[src/rtl/updown_counter_n_pkg.sv]
// Shared constants and helpers for the up/down counter family.
package counter_pkg;

   localparam logic MODE_WRAP = 1'b0;
   localparam logic MODE_SAT  = 1'b1;
   localparam logic DIR_DOWN  = 1'b0;
   localparam logic DIR_UP    = 1'b1;

   // Register width able to hold 0..n-1, never less than one bit.
   function automatic int unsigned clog2_safe(input longint unsigned n);
      if (n <= 64'd2) return 1;
      return 32'($clog2(n));
   endfunction

endpackage

[src/rtl/updown_counter_n_if.sv]
// Control and status bundle between board-side logic and the counter.
interface updown_counter_n_if #(
   parameter int unsigned WIDTH = 3
);
   logic             en;
   logic             dir;
   logic             mode;
   logic             load;
   logic [WIDTH-1:0] load_val;
   logic [WIDTH-1:0] count;
   logic             tick;
   logic             tc;
   logic             wrap;

   modport master (
      output en, dir, mode, load, load_val,
      input  count, tick, tc, wrap
   );

   modport slave (
      input  en, dir, mode, load, load_val,
      output count, tick, tc, wrap
   );
endinterface

[src/rtl/updown_counter_n_tick_prescaler.sv]
// Clock-enable generator: tick is high one cycle in every DIV, replacing a derived clock.
module tick_prescaler
   import counter_pkg::*;
#(
   parameter int unsigned DIV = 1
) (
   input  logic clkin,
   input  logic reset,
   output logic tick
);

   localparam int unsigned     PW     = clog2_safe(64'(DIV));
   localparam logic [PW-1:0]   P_LAST = PW'(DIV - 1);

   logic [PW-1:0] p_q;
   logic [PW-1:0] p_d;

   always_comb begin
      p_d = p_q + PW'(1);
      if (p_q == P_LAST) p_d = '0;
   end

   always_ff @(posedge clkin) begin
      if (reset) p_q <= '0;
      else       p_q <= p_d;
   end

   assign tick = (p_q == P_LAST);

endmodule

[src/rtl/updown_counter_n.sv]
// Parametrised up/down counter with prescaled count enable, load, wrap/saturate and flags.
module updown_counter_n
   import counter_pkg::*;
#(
   parameter int unsigned      WIDTH   = 3,
   parameter longint unsigned  MODULUS = 64'(1) << WIDTH,
   parameter int unsigned      DIV     = 1
) (
   input  logic                 clkin,
   input  logic                 reset,
   updown_counter_n_if.slave    bus
);

   localparam logic [WIDTH-1:0] CNT_MAX = WIDTH'(MODULUS - 64'd1);

   logic [WIDTH-1:0] count_q;
   logic [WIDTH-1:0] count_d;
   logic             wrap_q;
   logic             wrap_d;
   logic             tick;

   tick_prescaler #(.DIV(DIV)) u_prescaler (
      .clkin (clkin),
      .reset (reset),
      .tick  (tick)
   );

   // Load beats step beats hold; wrap flags only a boundary crossing.
   always_comb begin
      count_d = count_q;
      wrap_d  = 1'b0;
      if (bus.load) begin
         count_d = (bus.load_val > CNT_MAX) ? CNT_MAX : bus.load_val;
      end else if (tick && bus.en) begin
         if (bus.dir == DIR_UP) begin
            if (count_q != CNT_MAX) begin
               count_d = count_q + WIDTH'(1);
            end else if (bus.mode == MODE_WRAP) begin
               count_d = '0;
               wrap_d  = 1'b1;
            end
         end else begin
            if (count_q != '0) begin
               count_d = count_q - WIDTH'(1);
            end else if (bus.mode == MODE_WRAP) begin
               count_d = CNT_MAX;
               wrap_d  = 1'b1;
            end
         end
      end
   end

   always_ff @(posedge clkin) begin
      if (reset) begin
         count_q <= '0;
         wrap_q  <= 1'b0;
      end else begin
         count_q <= count_d;
         wrap_q  <= wrap_d;
      end
   end

   assign bus.count = count_q;
   assign bus.wrap  = wrap_q;
   assign bus.tick  = tick;
   assign bus.tc    = (bus.dir == DIR_UP) ? (count_q == CNT_MAX) : (count_q == '0);

endmodule

[src/flat_wrapper.sv]
// flat-port wrapper written by rule: the top's interface ports become plain ports
module updown_counter_n_flat import counter_pkg::*;
#(
   parameter int unsigned      WIDTH   = 3,
   parameter longint unsigned  MODULUS = 64'(1) << WIDTH,
   parameter int unsigned      DIV     = 1
)
  (clkin, reset, bus_en, bus_dir, bus_mode, bus_load, bus_load_val, bus_count, bus_tick, bus_tc, bus_wrap);
  updown_counter_n_if #(.WIDTH(WIDTH)) bus_i ();
  input  logic clkin;
  input  logic reset;
  input wire logic [$bits(bus_i.en)-1:0] bus_en;
  input wire logic [$bits(bus_i.dir)-1:0] bus_dir;
  input wire logic [$bits(bus_i.mode)-1:0] bus_mode;
  input wire logic [$bits(bus_i.load)-1:0] bus_load;
  input wire logic [$bits(bus_i.load_val)-1:0] bus_load_val;
  output wire logic [$bits(bus_i.count)-1:0] bus_count;
  output wire logic [$bits(bus_i.tick)-1:0] bus_tick;
  output wire logic [$bits(bus_i.tc)-1:0] bus_tc;
  output wire logic [$bits(bus_i.wrap)-1:0] bus_wrap;
  assign bus_i.en = bus_en;
  assign bus_i.dir = bus_dir;
  assign bus_i.mode = bus_mode;
  assign bus_i.load = bus_load;
  assign bus_i.load_val = bus_load_val;
  assign bus_count = bus_i.count;
  assign bus_tick = bus_i.tick;
  assign bus_tc = bus_i.tc;
  assign bus_wrap = bus_i.wrap;
  updown_counter_n #(.WIDTH(WIDTH), .MODULUS(MODULUS), .DIV(DIV)) u_core (.clkin(clkin), .reset(reset), .bus(bus_i));
endmodule
[config.mk]
export PLATFORM = sky130hd
export DESIGN_NAME = updown_counter_n_flat
export DESIGN_NICKNAME = d
export VERILOG_FILES = /design/src/rtl/updown_counter_n_pkg.sv /design/src/rtl/updown_counter_n_if.sv /design/src/rtl/updown_counter_n_tick_prescaler.sv /design/src/rtl/updown_counter_n.sv /design/src/flat_wrapper.sv
export SDC_FILE = /design/constraint.sdc
export NUM_CORES = 1
export LEC_CHECK = 0
export BUFFER_PORTS_ARGS = -buffer_cell sky130_fd_sc_hd__buf_4
export CAP_MARGIN = 20
export CORE_AREA = 2 2 39 41
export DETAILED_ROUTE_END_ITERATION = 8
export DIE_AREA = 0 0 41 43
export MAX_ROUTING_LAYER = met4
export PLACE_DENSITY = 0.63
export SYNTH_ARGS = -nofsm -noshare
export SYNTH_HDL_FRONTEND = slang
export SYNTH_SLANG_ARGS = --single-unit
[constraint.sdc]
create_clock -name clkin -period 2.63 [get_ports clkin]
set_clock_uncertainty 0.05 [all_clocks]
set_input_delay 0.263 -clock clkin [delete_from_list [all_inputs] [get_ports clkin]]
set_output_delay 0.263 -clock clkin [all_outputs]
set_load 0.1 [all_outputs]
==> reports/qor.csv, run 1 <==
stage,metric,value,unit
die,fp-row-count,14,
timing,period_needed,1.94,ns
timing,rsz0062_at_grt,false,
clock_tree,cts_hold_buffers,0,
worst_setup_path,endpoint,bus_tc,
die,die_area,0.00176,sq mm
clock_tree,cts_sinks,5,
final_layout,drive_above_1_share,34.4,%
final_layout,final_common_cell,buf_4,
global_route,grt_pass1_vias,300,
pwr,leakage,0.000257,uW
worst_setup_path,rrSetupSlack,0.92,ns
final_layout,antenna_cells,0,
global_route,grt_pass1_wl,1190,um
placement,dp_slack,0.930,ns
final_layout,nNetsFinal,76,
flow_run,cap_violations,0,
logic_synthesis,synth-seq-cells,5,
clock_tree,insertion_delay,0.24,ns
clock_tree,cts_root_buf,clkbuf_4,
logic_synthesis,ys_seq_area_share,27.3,%
clock_tree,cts_tree,yes,
clock_tree,cts_buffers,3,
placement,gp_congestion,0.783,
timing,setup_viol,0,
worst_setup_path,start_kind,register,
timing,hold_violations,0,
pwr,total_power,288,uW
die,core_region_area,0.00138,sq mm
timing,setup_tns,0,ns
placement,place_area,492,sq um
routing,wl_per_cell,9.49,um
final_layout,n_fill_cell,150,
logic_synthesis,yosys_warnings,0,
worst_setup_path,crit_path_max_fanout,5,
clock_tree,ctsResizeCount,0,
timing,setup_slack,0.690,ns
placement,dpl.cell_count,73,
routing,drt_wl_total,731,um
routing,postRouteAntennaNets,0,
clock_tree,cts_setup_buffers,0,
clock_tree,path_clk_slew,0.04,ns
worst_setup_path,critPathKind,reg2out,
global_route,grt_util_all_layers,10.6,%
placement,portBuffers,14,
clock_tree,max-clock-path-buffers,2,
worst_setup_path,worstPathRequired,2.32,ns
die,initial_utilization,26.5,%
logic_synthesis,avgSynthCellArea,8.53,sq um
worst_setup_path,endpoint_kind,output port,
worst_setup_path,crit_start,u_core.bus.count[0],
die,io_pins,15,
clock_tree,cts-htree-levels,1,
routing,num_vias,357,
pwr,peakVddDrop,0.000327,V
die,die_h,43,um
routing,drc,0,
final_layout,layout.cells.non_filler,77,
logic_synthesis,syn_inst,43,
timing,slew_violations,0,
worst_setup_path,r2r-start,u_core.bus.count[0],
routing,drt-initial-drc-count,14,
final_layout,area_growth,41.3,%
global_route,antenna_found_initial,0,
die,die_x,41,um
worst_setup_path,r2r-end,u_core.bus.count[1],
final_layout,layout_common_cells,"buf_4, nand2_1, inv_1, ha_1, dfxtp_1",
logic_synthesis,ys_types,20,
final_layout,postLayoutCellArea,518,sq um
worst_hold_path,min_from,reset,
worst_setup_path,worstRegToRegCells,6,
worst_hold_path,min_path_type,in2reg,
routing,drtPass1Iterations,4,
global_route,grt-ovfl-total,0,
pwr,powerDensity,556,mW/mm^2
logic_synthesis,synth_area,367,sq um
timing,fmax,515,MHz
status,status,finished clean,
worst_setup_path,cp.arrival,1.63,ns
placement,dpl.hpwl,603,um
routing,via_per_inst,4.64,
logic_synthesis,syn_nets,57,
global_route,grt_max_degree,9,
timing,timing.final.crit_share,73.8,%
## how the worst min path moves through the flow
stage,depth (start not counted),slack (ns),endpoint
finish,2,0.17,u_core.bus.count[1]
detailed placement,2,0.42,u_core.bus.count[1]
CTS,2,0.17,u_core.bus.count[1]
global route,2,0.16,u_core.bus.count[1]
floorplan,1,0.29,u_core.bus.count[1]
global placement,2,0.42,u_core.bus.count[1]
## critical path, stage by stage, from the launching register on
cell,delay [ns]
dfxtp_1,0.34
inv_1,0.09
ha_1,0.16
or3b_4,0.42
nand2_1,0.09
buf_4,0.28
## sequential cells by signal, summed over array words and instances, names as in the netlist
signal	cells
u_core.u_prescaler.p_q	1
u_core.bus.count	3
u_core.bus.wrap	1
## final cells by class
cell class,instances,area [sq um],share of cell area (%)
multi-input combinational,33,248,47.8
timing repair buffer,14,105,20.3
sequential,5,100,19.3
clock buffer,4,26.3,5.07
tap,16,20.0,3.86
inverter,5,18.8,3.62
## Yosys cell counts (all sizes together)
cell,n,area [sq um]
nor2,2,7.51
inv,5,18.8
a31oi,2,27.5
o21ai,1,5.00
xnor2,1,8.76
a31o,1,8.76
mux2i,1,10.0
nor3b,1,7.51
and3,1,6.26
nor3,2,10.0
ha,5,62.6
conb,1,3.75
nand2,8,30.0
and2b,1,8.76
a2111oi,1,8.76
dfxtp,5,100
a221oi,1,8.76
or3b,1,11.3
a211oi,3,22.5
## routing by layer
| metal | vias to the layer above | track usage [%] | routed length, um |
|---|---|---|---|
| li1 | 188 | - | - |
| met1 | 156 | 11.8 | 315 |
| met2 | 13 | 14.1 | 358 |
| met3 | 0 | 9.42 | 58 |
| met4 | 0 | 2.00 | 0 |
| met5 | - | - | 0 |
## per-stage QoR
stage	hold WS, ns	util (%)
after CTS	0.167	37.4
after detailed placement	0.419	35.5
after global placement	0.418	35.5
after global routing	0.156	37.4
final	0.171	37.4
after floorplan	0.286	-
## power breakdown
part	internal [uW]	switching, uW	leakage, uW
Sequential	81.5	6.48	0.0000415
Clock	57.1	28.1	0.0000150
Combinational	37.3	77.5	0.000201
Total	176	112	0.000257
## cells by family after synthesis
kind of cell | count (synthesis) | synth area share [%]
compound gates | 9 | 22.2
xor+xnor | 1 | 2.39
fa+ha+maj | 5 | 17.1
buf+inv | 5 | 5.12
flops | 5 | 27.3
mux | 1 | 2.73
other cells | 1 | 1.02
simple gates | 16 | 22.2
Note: power is estimated with default switching activity, not from simulation.
==> run 2, diff against run 1 <==
--- a/config.mk
+++ b/config.mk
@@ -5,13 +5,14 @@
 export SDC_FILE = /design/constraint.sdc
 export NUM_CORES = 1
 export LEC_CHECK = 0
+export ABC_AREA = 1
 export BUFFER_PORTS_ARGS = -buffer_cell sky130_fd_sc_hd__buf_4
 export CAP_MARGIN = 20
 export CORE_AREA = 2 2 39 41
 export DETAILED_ROUTE_END_ITERATION = 8
 export DIE_AREA = 0 0 41 43
 export MAX_ROUTING_LAYER = met4
-export PLACE_DENSITY = 0.63
+export PLACE_DENSITY = 0.64
 export SYNTH_ARGS = -nofsm -noshare
 export SYNTH_HDL_FRONTEND = slang
 export SYNTH_SLANG_ARGS = --single-unit
==> constraint.sdc (replaced) <==
create_clock -name clkin -period 2 [get_ports clkin]
set_clock_uncertainty 0.05 [all_clocks]
set_input_delay 0.2 -clock clkin [delete_from_list [all_inputs] [get_ports clkin]]
set_output_delay 0.2 -clock clkin [all_outputs]
set_load 0.1 [all_outputs]
==> reports/qor.csv, run 2 <==
stage,metric,value,unit,change
status,status,finished clean,,
placement,dpl.cell_count,91,,+25%
timing,hold_violations,0,,unchanged
logic_synthesis,synth-main-ff-cell,dfxtp_1,,
clock_tree,cts_hold_buffers,0,,unchanged
worst_setup_path,worstPathRequired,1.75,ns,-0.57 ns
logic_synthesis,synth.area.mux_share,0,%,-2.7 points
logic_synthesis,netlist_top_cells_area,"dfxtp_1, nand2_1, ha_1",,
global_route,grt_pass1_vias,371,,+24%
placement,gp_congestion,0.778,,-0.56%
clock_tree,cts_root_buf,clkbuf_4,,
logic_synthesis,synth_async_sr_flop_share,0,%,unchanged
logic_synthesis,synth-seq-cells,5,,unchanged
final_layout,layout_common_cells,"nand2_1, buf_4, nor2_1",,
logic_synthesis,yosys_warnings,0,,unchanged
logic_synthesis,synthTopCellsByCount,"nand2_1, nor2_1, inv_1, dfxtp_1, ha_1",,
die,initial_utilization,27.8,%,+1.4 points
die,io_pins,15,,unchanged
global_route,antenna_found_initial,0,,unchanged
final_layout,area_growth,40.9,%,
global_route,grt_max_degree,8,,-1
routing,num_vias,421,,+18%
logic_synthesis,avgSynthCellArea,6.32,sq um,-26%
logic_synthesis,synth_top_area_cell,dfxtp_1,,
logic_synthesis,synth_xor_area_share,0,%,-2.4 points
final_layout,postLayoutCellArea,543,sq um,+4.8%
worst_setup_path,worstRegToRegCells,6,,unchanged
routing,drc,0,,unchanged
final_layout,layout.cells.non_filler,95,,+23%
final_layout,nNetsFinal,94,,+24%
routing,drtPass1Iterations,4,,unchanged
worst_setup_path,endpoint_kind,output port,,
routing,drt-initial-drc-count,11,,-3
routing,via_per_inst,4.43,,-4.4%
pwr,leakage,0.000312,uW,+21%
logic_synthesis,syn_inst,61,,+42%
clock_tree,cts_buffers,3,,unchanged
logic_synthesis,ys_types,15,,-25%
final_layout,fin_util,39.2,%,+1.8 points
die,fp-row-count,14,,unchanged
worst_setup_path,crit_path_max_fanout,4,,-1
worst_hold_path,hold_depth,4,,+2
clock_tree,max-clock-path-buffers,2,,unchanged
clock_tree,cts_sinks,5,,unchanged
global_route,grt-ovfl-total,0,,unchanged
worst_setup_path,rrSetupSlack,0.65,ns,-0.27 ns
worst_setup_path,r2r-start,u_core.bus.count[0],,
timing,period_needed,1.60,ns,
die,die_x,41,um,unchanged
routing,drt_wl_total,835,um,+14%
logic_synthesis,synth_top_area_share,26.0,%,-1.3 points
placement,dpl.hpwl,702,um,+17%
worst_setup_path,r2r-end,u_core.bus.count[1],,
global_route,grt_pass1_wl,1420,um,+19%
clock_tree,insertion_delay,0.25,ns,about the same
timing,rsz0062_at_grt,false,,
routing,wl_per_cell,8.79,um,-7.4%
logic_synthesis,yosysMostFrequentCell,nand2_1,,
pwr,peakVddDrop,0.000500,V,+53%
logic_synthesis,synth_compound_area_share,5.19,%,-17 points
timing,setup_viol,0,,unchanged
timing,setup_tns,0,ns,unchanged
die,core_region_area,0.00138,sq mm,unchanged
final_layout,largest_reg_flops,3,,unchanged
worst_hold_path,min_from,reset,,
worst_hold_path,min_path_type,in2reg,,
logic_synthesis,ys_seq_area_share,26.0,%,-1.3 points
clock_tree,path_clk_slew,0.04,ns,about the same
logic_synthesis,synth_top_family_by_area,simple AND/OR/NAND/NOR gates,,
logic_synthesis,syn_nets,75,,+32%
routing,postRouteAntennaNets,0,,unchanged
global_route,grt_util_all_layers,13.0,%,+2.4 points
die,die_area,0.00176,sq mm,unchanged
pwr,powerDensity,741,mW/mm^2,+33%
worst_setup_path,critPathKind,reg2out,,
clock_tree,cts-htree-levels,1,,unchanged
timing,slew_violations,0,,unchanged
clock_tree,cts_tree,yes,,
timing,fmax,626,MHz,
worst_setup_path,cp.arrival,1.35,ns,-0.28 ns
logic_synthesis,synth_area,385,sq um,+5.1%
logic_synthesis,synth-simple-area-share,43.8,%,+22 points
placement,place_area,517,sq um,+5.1%
clock_tree,ctsResizeCount,0,,unchanged
logic_synthesis,synth-edff-count,0,,unchanged
final_layout,antenna_cells,0,,unchanged
placement,portBuffers,14,,unchanged
worst_setup_path,start_kind,register,,
logic_synthesis,yosys.area_share.adder,16.2,%,-0.83 points
clock_tree,cts_setup_buffers,0,,unchanged
worst_hold_path,min_delay_worst_endpoint,u_core.bus.count[2],,
timing,hold_ws,0.184,ns,+0.0136 ns
flow_run,cap_violations,0,,unchanged
final_layout,drive_above_1_share,31.6,%,-2.8 points
final_layout,final_common_cell,nand2_1,,
timing,timing.final.crit_share,79.8,%,
die,die_h,43,um,unchanged
[run 2: cell count changes in the layout (fill, tap and decap cells not counted), sizes merged, moves of 2 or more]
cell	delta
nor2	+7
a31oi	-2
nand4	+2
inv	+3
a211oi	-3
nand3	+5
a21oi	+3
nand2	+13
[run 2: worst max-delay path by stage]
stage                                   start                   to  slack [ns]  depth (start not counted)
after floorplan           u_core.bus.count[0]               bus_tc        0.24                          4
after global placement    u_core.bus.count[0]  u_core.bus.count[1]        0.65                          6
after detailed placement  u_core.bus.count[0]  u_core.bus.count[1]        0.63                          6
after CTS                 u_core.bus.count[0]               bus_tc        0.39                          5
after global routing      u_core.bus.count[0]               bus_tc        0.32                          5
final                     u_core.bus.count[0]               bus_tc        0.40                          5
[run 2: power by group]
| group | internal, uW | switching, uW |
|---|---|---|
| sequential | 109 | 6.83 |
| clock | 75.4 | 41.5 |
| combinational | 47.5 | 122 |
[run 2: cells by family (layout without fill, tap and decap cells)]
| logic type | after synthesis | count (layout) |
|---|---|---|
| AND/OR/NAND/NOR | 38 | 38 |
| buffers and inverters | 8 | 26 |
| adder cells (fa/ha/maj) | 5 | 5 |
| flip-flops | 5 | 5 |
| AO/OA/AOI/OAI | 4 | 4 |
| other | 1 | 1 |
[run 2: metal layers]
metal | vias up | GRT usage, % | wire length [um]
li1 | 224 | - | -
met1 | 180 | 14.8 | 327
met2 | 17 | 17.5 | 426
met3 | 0 | 7.85 | 81
met4 | 0 | 6.00 | 0
met5 | - | - | 0
[run 2: stage by stage]
| stage | power, uW | setup WS (ns) |
|---|---|---|
| 2_1_floorplan | 245 | 0.241 |
| 3_3_place_gp | 287 | 0.647 |
| 3_5_place_dp | 288 | 0.635 |
| 4_1_cts | 410 | 0.392 |
| 5_1_grt | 434 | 0.317 |
| 6_report | 402 | 0.404 |
[run 2: critical path, stage by stage, from the launching register on]
cell	delay (ns)
dfxtp_2	0.32
ha_1	0.22
ha_1	0.18
nand2_1	0.09
nand2_2	0.06
buf_4	0.23
[run 2: layout make-up]
cell class	instances	area, sq um
Clock buffer	4	26.3
Sequential cell	5	104
Tap cell	16	20.0
Timing Repair Buffer	14	105
Multi-Input combinational cell	48	258
Inverter	8	30.0
Fill cell	163	841
